==> src/rtl/decode_queue.sv <==
// decode_queue
//   Decodes one 16-bit instruction per cycle into register indices, an
//   extended immediate and a jump displacement. The decoded bundle is stored
//   with its PC in a DEPTH-entry FIFO that feeds the execute stage.
//
// Ports
//   clk        single clock, rising edge
//   rst_n      asynchronous active-low reset
//   flush      synchronous discard of all buffered entries (wins over push/pop)
//   in_valid   inst / in_pc valid
//   in_ready   FIFO has a free entry (registered-state function only)
//   inst       instruction word
//   in_pc      PC of inst
//   out_valid  head entry valid (count != 0)
//   out_ready  consumer takes the head entry this cycle
//   out_rs/rt/rd, out_imm, out_disp, out_wr, out_pc   head entry fields
//                                                     (all zero when empty)
//   count      number of occupied entries
module decode_queue #(
  parameter int DATA_W = 16,
  parameter int PC_W   = 16,
  parameter int DEPTH  = 4,
  parameter int CNT_W  = $clog2(DEPTH) + 1
) (
  input  logic              clk,
  input  logic              rst_n,
  input  logic              flush,
  input  logic              in_valid,
  output logic              in_ready,
  input  logic [15:0]       inst,
  input  logic [PC_W-1:0]   in_pc,
  output logic              out_valid,
  input  logic              out_ready,
  output logic [2:0]        out_rs,
  output logic [2:0]        out_rt,
  output logic [2:0]        out_rd,
  output logic [DATA_W-1:0] out_imm,
  output logic [DATA_W-1:0] out_disp,
  output logic              out_wr,
  output logic [PC_W-1:0]   out_pc,
  output logic [CNT_W-1:0]  count
);

  localparam int PTR_W = $clog2(DEPTH);
  localparam int ENT_W = 9 + 2 * DATA_W + 1 + PC_W;
  localparam logic [CNT_W-1:0] FULL = CNT_W'(DEPTH);

  function automatic logic [DATA_W-1:0] sext5(input logic [4:0] f);
    logic [DATA_W-1:0] r;
    r = {DATA_W{f[4]}};
    r[4:0] = f;
    return r;
  endfunction

  function automatic logic [DATA_W-1:0] zext5(input logic [4:0] f);
    logic [DATA_W-1:0] r;
    r = '0;
    r[4:0] = f;
    return r;
  endfunction

  function automatic logic [DATA_W-1:0] sext8(input logic [7:0] f);
    logic [DATA_W-1:0] r;
    r = {DATA_W{f[7]}};
    r[7:0] = f;
    return r;
  endfunction

  function automatic logic [DATA_W-1:0] zext8(input logic [7:0] f);
    logic [DATA_W-1:0] r;
    r = '0;
    r[7:0] = f;
    return r;
  endfunction

  function automatic logic [DATA_W-1:0] sext11(input logic [10:0] f);
    logic [DATA_W-1:0] r;
    r = {DATA_W{f[10]}};
    r[10:0] = f;
    return r;
  endfunction

  // ---- stage p0: combinational decode of the incoming instruction ----
  logic [2:0]        cls_p0;
  logic [1:0]        sub_p0;
  logic [2:0]        rs_p0, rt_p0, rd_p0;
  logic [DATA_W-1:0] imm_p0, disp_p0;
  logic              wr_p0;
  logic [ENT_W-1:0]  ent_p0;

  assign cls_p0 = inst[15:13];
  assign sub_p0 = inst[12:11];

  always_comb begin
    rs_p0   = '0;
    rt_p0   = '0;
    rd_p0   = '0;
    imm_p0  = '0;
    disp_p0 = '0;
    wr_p0   = 1'b0;
    case (cls_p0)
      3'b010: begin
        rs_p0  = inst[10:8];
        rd_p0  = inst[7:5];
        imm_p0 = inst[12] ? zext5(inst[4:0]) : sext5(inst[4:0]);
        wr_p0  = 1'b1;
      end
      3'b101: begin
        rs_p0  = inst[10:8];
        rd_p0  = inst[7:5];
        imm_p0 = sext5(inst[4:0]);
        wr_p0  = 1'b1;
      end
      3'b100: begin
        rs_p0 = inst[10:8];
        if (sub_p0 == 2'b10) begin
          imm_p0 = zext8(inst[7:0]);
          wr_p0  = 1'b1;
        end else begin
          rd_p0  = inst[7:5];
          imm_p0 = sext5(inst[4:0]);
          wr_p0  = (sub_p0 != 2'b00);
        end
      end
      3'b110: begin
        rs_p0 = inst[10:8];
        wr_p0 = 1'b1;
        case (sub_p0)
          2'b00:   imm_p0 = sext8(inst[7:0]);
          2'b01:   rd_p0  = inst[4:2];
          default: begin
            rt_p0 = inst[7:5];
            rd_p0 = inst[4:2];
          end
        endcase
      end
      3'b111: begin
        rs_p0 = inst[10:8];
        rt_p0 = inst[7:5];
        rd_p0 = inst[4:2];
        wr_p0 = 1'b1;
      end
      3'b011: begin
        rs_p0  = inst[10:8];
        imm_p0 = sext8(inst[7:0]);
      end
      3'b001: begin
        case (sub_p0)
          2'b00: disp_p0 = sext11(inst[10:0]);
          2'b01: begin
            rs_p0  = inst[10:8];
            imm_p0 = sext8(inst[7:0]);
          end
          2'b10: begin
            disp_p0 = sext11(inst[10:0]);
            rd_p0   = 3'd7;
            wr_p0   = 1'b1;
          end
          default: begin
            rs_p0  = inst[10:8];
            imm_p0 = sext8(inst[7:0]);
            rd_p0  = 3'd7;
            wr_p0  = 1'b1;
          end
        endcase
      end
      default: ;
    endcase
  end

  assign ent_p0 = {rs_p0, rt_p0, rd_p0, imm_p0, disp_p0, wr_p0, in_pc};

  // ---- stage p1: FIFO storage and occupancy ----
  logic [ENT_W-1:0] mem_p1 [DEPTH];
  logic [PTR_W-1:0] wr_ptr_p1, rd_ptr_p1;
  logic [CNT_W-1:0] count_p1;
  logic             push, pop;
  logic [ENT_W-1:0] head_p1;

  // Readiness depends only on stored occupancy, so a full FIFO refuses a
  // push even when the head is popped in the same cycle.
  assign in_ready  = (count_p1 < FULL);
  assign out_valid = (count_p1 != '0);
  assign push      = in_valid & in_ready & ~flush;
  assign pop       = out_valid & out_ready & ~flush;

  always_ff @(posedge clk or negedge rst_n) begin
    if (!rst_n) begin
      wr_ptr_p1 <= '0;
      rd_ptr_p1 <= '0;
      count_p1  <= '0;
      for (int i = 0; i < DEPTH; i++) mem_p1[i] <= '0;
    end else if (flush) begin
      wr_ptr_p1 <= '0;
      rd_ptr_p1 <= '0;
      count_p1  <= '0;
    end else begin
      if (push) begin
        mem_p1[wr_ptr_p1] <= ent_p0;
        wr_ptr_p1         <= wr_ptr_p1 + 1'b1;
      end
      if (pop) rd_ptr_p1 <= rd_ptr_p1 + 1'b1;
      case ({push, pop})
        2'b10:   count_p1 <= count_p1 + 1'b1;
        2'b01:   count_p1 <= count_p1 - 1'b1;
        default: count_p1 <= count_p1;
      endcase
    end
  end

  // ---- head presentation: stale slot contents are masked when empty ----
  assign head_p1 = out_valid ? mem_p1[rd_ptr_p1] : '0;
  assign {out_rs, out_rt, out_rd, out_imm, out_disp, out_wr, out_pc} = head_p1;
  assign count = count_p1;

endmodule

==> config.mk <==
export PLATFORM = sky130hd
export DESIGN_NAME = decode_queue
export DESIGN_NICKNAME = d
export VERILOG_FILES = /design/src/rtl/decode_queue.sv
export SDC_FILE = /design/constraint.sdc
export NUM_CORES = 1
export LEC_CHECK = 0
export BUFFER_PORTS_ARGS = -buffer_cell sky130_fd_sc_hd__clkbuf_2
export CAP_MARGIN = 25
export CORE_MARGIN = 2
export CORE_UTILIZATION = 44
export CTS_CLUSTER_DIAMETER = 150
export DETAILED_ROUTE_END_ITERATION = 6
export PLACE_DENSITY = 0.65
export SYNTH_ARGS = -nofsm -noshare
export SYNTH_HDL_FRONTEND = slang
export SYNTH_SLANG_ARGS = --single-unit
export TNS_END_PERCENT = 50
==> constraint.sdc <==
create_clock -name clk -period 1.91 [get_ports clk]
set_input_delay 0.191 -clock clk [delete_from_list [all_inputs] [get_ports clk]]
set_output_delay 0.191 -clock clk [all_outputs]
set_load 0.02 [all_outputs]
## Yosys cells after proc, flatten, opt, wreduce, memory -nomap -nowiden

Cells that the tools add are included.

| word-level totals | value |
|---|---|
| bits in registers | 239 |
| output and inout port bits | 63 |
| word-level logic and storage cells | 77 |
| input bits | 37 |

| cells by class | value |
|---|---|
| $lt $le $gt $ge | 4 |
| add/subtract/negate cells | 4 |
| mux-type cells | 31 |
| equal/unequal tests | 11 |
| reduce and logical (&&, ||, !) cells | 13 |
| bitwise gates (word level) | 7 |

Operators with widths:

| kind | count |
|---|---|
| bitwise mux 232 bit | 1 |
| 2-to-1 mux 58 bit | 4 |
| binary-select mux 58 bit (select 2 bit) | 1 |
| demux 58 bit (select 2 bit) | 1 |
| 2-to-1 mux 16 bit | 6 |
| case mux 16 bit (6 select lines) | 1 |
| 2-to-1 mux 3 bit | 6 |
| case mux 3 bit (2 select lines) | 3 |
| case mux 3 bit (5 select lines) | 1 |
| == test 3 bit (second input constant) | 4 |
| 2-to-1 mux 2 bit | 4 |
| == test 3 x 2 -> 1 bit (second input constant) | 2 |
| >= comparator 3 bit (second input constant) | 2 |
| inverter 2 -> 3 bit | 2 |
| nonzero test 2 bit | 3 |
| nonzero test 3 bit | 2 |
| OR reduction 2 bit | 3 |
| OR reduction 6 bit | 1 |
| adder 2 x 1 -> 2 bit (second input constant) | 2 |
| bitwise AND 1 bit | 4 |
| == test 2 x 1 -> 1 bit (second input constant) | 2 |
| == test 2 bit (second input constant) | 2 |
| OR reduction 4 bit | 1 |
| adder 3 x 1 -> 3 bit (second input constant) | 1 |
| other kinds (10) | 11 |

## Depth between registers and ports, before layout

| depth | value |
|---|---|
| depth in word-level cells | 6 |
| mapped depth | 7 |
| depth with buffers taken out | 6 |

## Least setup slack after synthesis

OpenSTA, ideal clock, no wires.

| timing path | value |
|---|---|
| path kind | reg-to-output |
| from | register count_p1[2] (netlist: count[2]) |
| to | output port out_disp[11] |
| required time | 1719 ps |
| slack | -87 ps |
| stages on the path, launching flop included | 7 |
| data arrival time | 1806 ps |
| buffers on the path | 4 |
| cell sequence | dfrtp_1 buf_2 or3_1 clkbuf_1 clkbuf_1 and2_1 buf_4 |

| on the way | value |
|---|---|
| word-level cells in the longest chain between the ends | 2 |

RTL lines:

| element | line | source |
|---|---|---|
| from (decl) | 176 | `logic [CNT_W-1:0] count_p1;` |
| from (signal assigned) | 204 | `2'b10: count_p1 <= count_p1 + 1'b1;` |
| from (signal assigned) | 205 | `2'b01: count_p1 <= count_p1 - 1'b1;` |
| from (signal assigned) | 206 | `default: count_p1 <= count_p1;` |
| nonzero test 3 bit | 183 | `assign out_valid = (count_p1 != '0);` |
| 2-to-1 mux 58 bit | 212 | `assign head_p1 = out_valid ? mem_p1[rd_ptr_p1] : '0;` |
| to (decl) | 38 | `output logic [DATA_W-1:0] out_disp,` |

No other way between the ends.

## Final worst setup path

| timing path | value |
|---|---|
| from | register rd_ptr_p1[0] |
| to | output port out_disp[2] |

| on the way | value |
|---|---|
| word-level cells in the longest chain between the ends | 5 |

RTL lines:

| element | line | source |
|---|---|---|
| from (decl) | 175 | `logic [PTR_W-1:0] wr_ptr_p1, rd_ptr_p1;` |
| from (signal assigned) | 202 | `if (pop) rd_ptr_p1 <= rd_ptr_p1 + 1'b1;` |
| inverter 2 -> 3 bit (implied by the code) | 212 |  |
| binary-select mux 58 bit (select 2 bit) | 212 |  |
| 2-to-1 mux 58 bit (implied by the code) (2 in series) | 212 |  |
| 2-to-1 mux 58 bit | 212 |  |

No other way between the ends. The select of a mux whose other input is x is not followed.

==> impl.org <==
** Yosys
- After synthesis, the netlist uses 41 different library cells.
- Count of state elements after synthesis :: 191
- Number of enable flip-flop cells after synthesis :: 0
- In the synthesized netlist, the number of instances is roughly 900.
- Proportion of synthesized chip area in sequential cells :: between 50% and 60%
- Most numerous cell types in the synthesized netlist :: 326 x sky130_fd_sc_hd__nand2_1, 191 x sky130_fd_sc_hd__dfrtp_1, 82 x sky130_fd_sc_hd__o21ai_1
- The Yosys step of the flow raised 0 warnings.
- Largest cells by area after synthesis :: sky130_fd_sc_hd__dfrtp_1 53%, sky130_fd_sc_hd__nand2_1 14%, sky130_fd_sc_hd__mux4_2 12%, sky130_fd_sc_hd__o21ai_1 4.6%, sky130_fd_sc_hd__and2_1 3.4%
- Async set-or-reset flop fraction in the synthesized netlist :: 100%
- The number of nets in the synthesized netlist is 939.
- A synthesized cell averages around 10 um^2.
- The synthesized design spends more area on one cell type than any other, namely sky130_fd_sc_hd__dfrtp_1.
- Of the post-synthesis cell area, the dominant cell type holds between 50% and 60%.
- Most instantiated flip-flop cell in the synthesis netlist :: sky130_fd_sc_hd__dfrtp_1
- By instance count, the leading cell after synthesis is sky130_fd_sc_hd__nand2_1.
- The cell area that synthesis handed to floorplanning was ~9000 um^2.

** Layout
- Area grow syn2layout :: 24.7%
- For this run, the share of the core covered by cells in the final layout is a little under three fifths.
- Fraction of layout instances using a drive strength above 1 :: a little over a quarter
- At the end of the flow, the number of nets in the layout was 1031.
- Antenna Diode Count :: 0

** Global route
- Tot GR Track Use :: 21.9%
- The first global-routing pass estimated 36.8 mm of wire.
- In this run the most used layer during global routing was met2.
- Antenna violations before repair :: 0
- Met2 Usage GRT :: 35.0%
- The via count of the first global-routing pass came to just under 7000.
- Overflow left after global routing :: 0
- Met1 track demand over resource in global routing :: 31.4%
- Pin count of the biggest net entering global routing :: 71
- In the global route stage, met3 resource usage came out at between 3 and 4%.

** Floorplan
- The die covers approximately 21000 um^2.
- The floorplan step set the die width to 147 um.
- Area of the core region :: approximately 20000 um^2
- The floorplan has 52 rows.
- Starting density of the core :: between 40 and 50%
- Number of ports placed on the die boundary :: 100
- Height of the die :: 147 um

** Timing
- In the final timing run, aggregate negative setup slack is -13.53 ns.
- Final clock period utilization by the worst path :: 115%
- The final count of hold timing violations came to 0.
- Count of pins over their slew limit :: 0
- Unrepaired setup endpoints after global routing :: true
- Highest Clock Rate :: roughly 460 MHz
- Final setup violation count :: 58
- Worst slew margin relative to its limit :: 67.5%
- Actual transition at the worst max-transition pin :: 0.487 ns
- Min Clock Period, post-route :: ~2.2 ns
- Final worst clock skew :: 0.0101 ns
- Across all setup checks in the final design, the least slack found is -0.280 ns.

** Clock tree
- Clock tree synthesis inserted a total of 17 buffers.
- Clock input transition at the sequential cells of the worst setup and hold paths :: 0.07 ns
- Root Driver :: sky130_fd_sc_hd__clkbuf_16
- Number of H-tree levels :: 4
- Number of buffers on the longest clock path :: 2
- TritonCTS built the clock tree.
- Clock sink count :: approximately 190
- At the later pin of the worst-skew pair, clock insertion delay measures around 0.43 ns.

** Drt
- ANT nets after route :: 0
- In this run, the number of DRC markers left after iteration 0 of detailed routing was around 540.
- The final layout contains routed wiring with a total length of ~22 mm.
- In the routed layout, each cell is associated on average with a via count of approximately 5.3.
- For this run, design rule violations remaining after detail routing come to 0.
- Detailed-routing iteration count for the pre-antenna-repair pass :: 4
- For this block, the via count after detailed routing is between 6000 and 7000.
- Routed wire length per instance :: ~18 um

** Place
- Placer's final routability congestion estimate :: between 0.8 and 0.9
- Port buffering added 99 buffers.
- Hpwl dp :: 14.2 mm
- Post-place setup slack :: approximately 0.083 ns

** Status
- The final reports fail on negative setup slack.
- The run finished, with violations left.

** Critical path
- Counting both buffers and inverters, the worst setup path holds a total of 3.
- Data required time of the worst path :: approximately 1.7 ns
- Counting stages on the worst path, the most repeated cell is sky130_fd_sc_hd__buf_8.
- The largest single stage delay on the critical path is 0.50 ns.
- Startpoint-to-endpoint class of the critical path :: reg2out
- Traced cell by cell, the critical path runs through buf_8 > buf_12 > mux4_2 > and2_4 > buf_8.
- Data on the critical path arrives at its endpoint at around 2.0 ns.
- The worst setup path is captured at an output port.
- The slowest stage of the critical path is the sky130_fd_sc_hd__dfrtp_4 cell.
- CP delay by family, top :: flip-flops
- STA classifies the critical path startpoint as a flip-flop.
- Top fanout value on the critical path :: 5

** Flow run
- Across the run, the number of max-cap violations was 0.

** Pwr
- In this run the static leakage power is between 0.005 and 0.006 uW.
- The worst-case IR drop observed on VDD is approximately 0.84 mV.
- Power density over the cells :: around 1500 nW/um^2

** Worst hold path
- Path type of the worst min-delay path :: in2reg
==> area by class of cell <==
type,instances,area (um^2)
Clock inverter,11,204
Multi-Input combinational cell,625,3880
Sequential cell,191,4790
Timing Repair Buffer,144,1450
Tap cell,270,338
Fill cell,1721,8950
Inverter,10,37.5
Clock buffer,20,457
==> worst register-to-register path: cells and delay by family (launching register included) <==
family | cells | cell delay (ns)
AOI/OAI and AO/OA | 2 | 0.35
adders and majority gates | 1 | 0.39
DFF | 1 | 0.48
and+or+nand+nor | 3 | 0.46
==> flip-flops by register name, summed over array words and instances, names as in the netlist <==
name	flops
count	3
mem_p1	184
rd_ptr_p1	2
wr_ptr_p1	2
==> per-stage QoR <==
| step | instances | power, uW | cell area, um^2 | hold WS [ns] |
|---|---|---|---|---|
| after detailed placement | 1222 | 11300 | 9810 | 0.0855 |
| after CTS | 1271 | 16300 | 11000 | 0.00375 |
| after global routing | 1271 | 17400 | 11100 | 0.0119 |
| after global placement | 1222 | 11200 | 9810 | 0.0821 |
| after floorplan | 897 | 9640 | 8940 | -0.105 |
| final | 1271 | 16400 | 11100 | 0.0114 |
==> cell families (layout without fill, tap and decap cells) <==
kind of cell / after synthesis / after routing / synth area share, %
muxes: 47 / 47 / 11.7
adders and majority gates: 5 / 5 / 0.784
xor gates and xnor gates: 4 / 4 / 0.392
buffers and inverters: 81 / 185 / 4.34
and+or+nand+nor: 422 / 422 / 19.7
AOI/OAI and AO/OA: 147 / 147 / 9.62
DFF: 191 / 191 / 53.5
==> routing by layer <==
layer,share of wire [%],up-vias
met1,46,3339
li1,-,3181
met3,3.1,32
met5,0,-
met2,49,137
met4,1.9,0
==> path summary, 6_finish.rpt <==
kind                       slack [ns]  depth (start not counted)          end    startpoint
max                             -0.28                          5  out_disp[2]  rd_ptr_p1[0]
min in group asynchronous        0.20                          2  mem_p1[189]         rst_n
max reg2reg                      0.16                          6     count[2]      count[2]
max in group asynchronous        1.05                          3  mem_p1[194]         rst_n
min reg2reg                      0.47                          2   mem_p1[59]    mem_p1[59]
min                              0.01                          3    mem_p1[2]      in_pc[2]
==> timing repair <==
action | CTS | global route
gates cloned | 3 | 0
endpoints found under the setup margin | 59 | 60
gates resized for setup | 86 | 71
buffers inserted | 6 | 1
endpoints found under the hold margin | 188 | 0
hold buffers | 10 | 0
pin swaps | 1 | 0
==> power by group <==
part / total, uW / internal [uW] / switching (uW)
combinational: 6410 / 3310 / 3100
clock: 3980 / 2410 / 1570
sequential: 6050 / 5320 / 734
==> cells in the final DEF, fill, tap and decap left out, drive strengths merged, types with 2 or more instances in the layout <==
cell / count
a21o: 2
a21oi: 14
a31oi: 7
and2: 48
and3: 4
buf: 69
bufinv: 5
clkbuf: 85
clkinv: 3
dfrtp: 191
dlygate4sd3: 10
ha: 4
inv: 12
mux4: 46
nand2: 326
nand2b: 5
nand3: 5
nor2: 25
nor3: 3
o21ai: 113
o32ai: 3
or3: 2
xnor2: 2
xor2: 2
No activity file was read; power rests on OpenSTA's default activity.
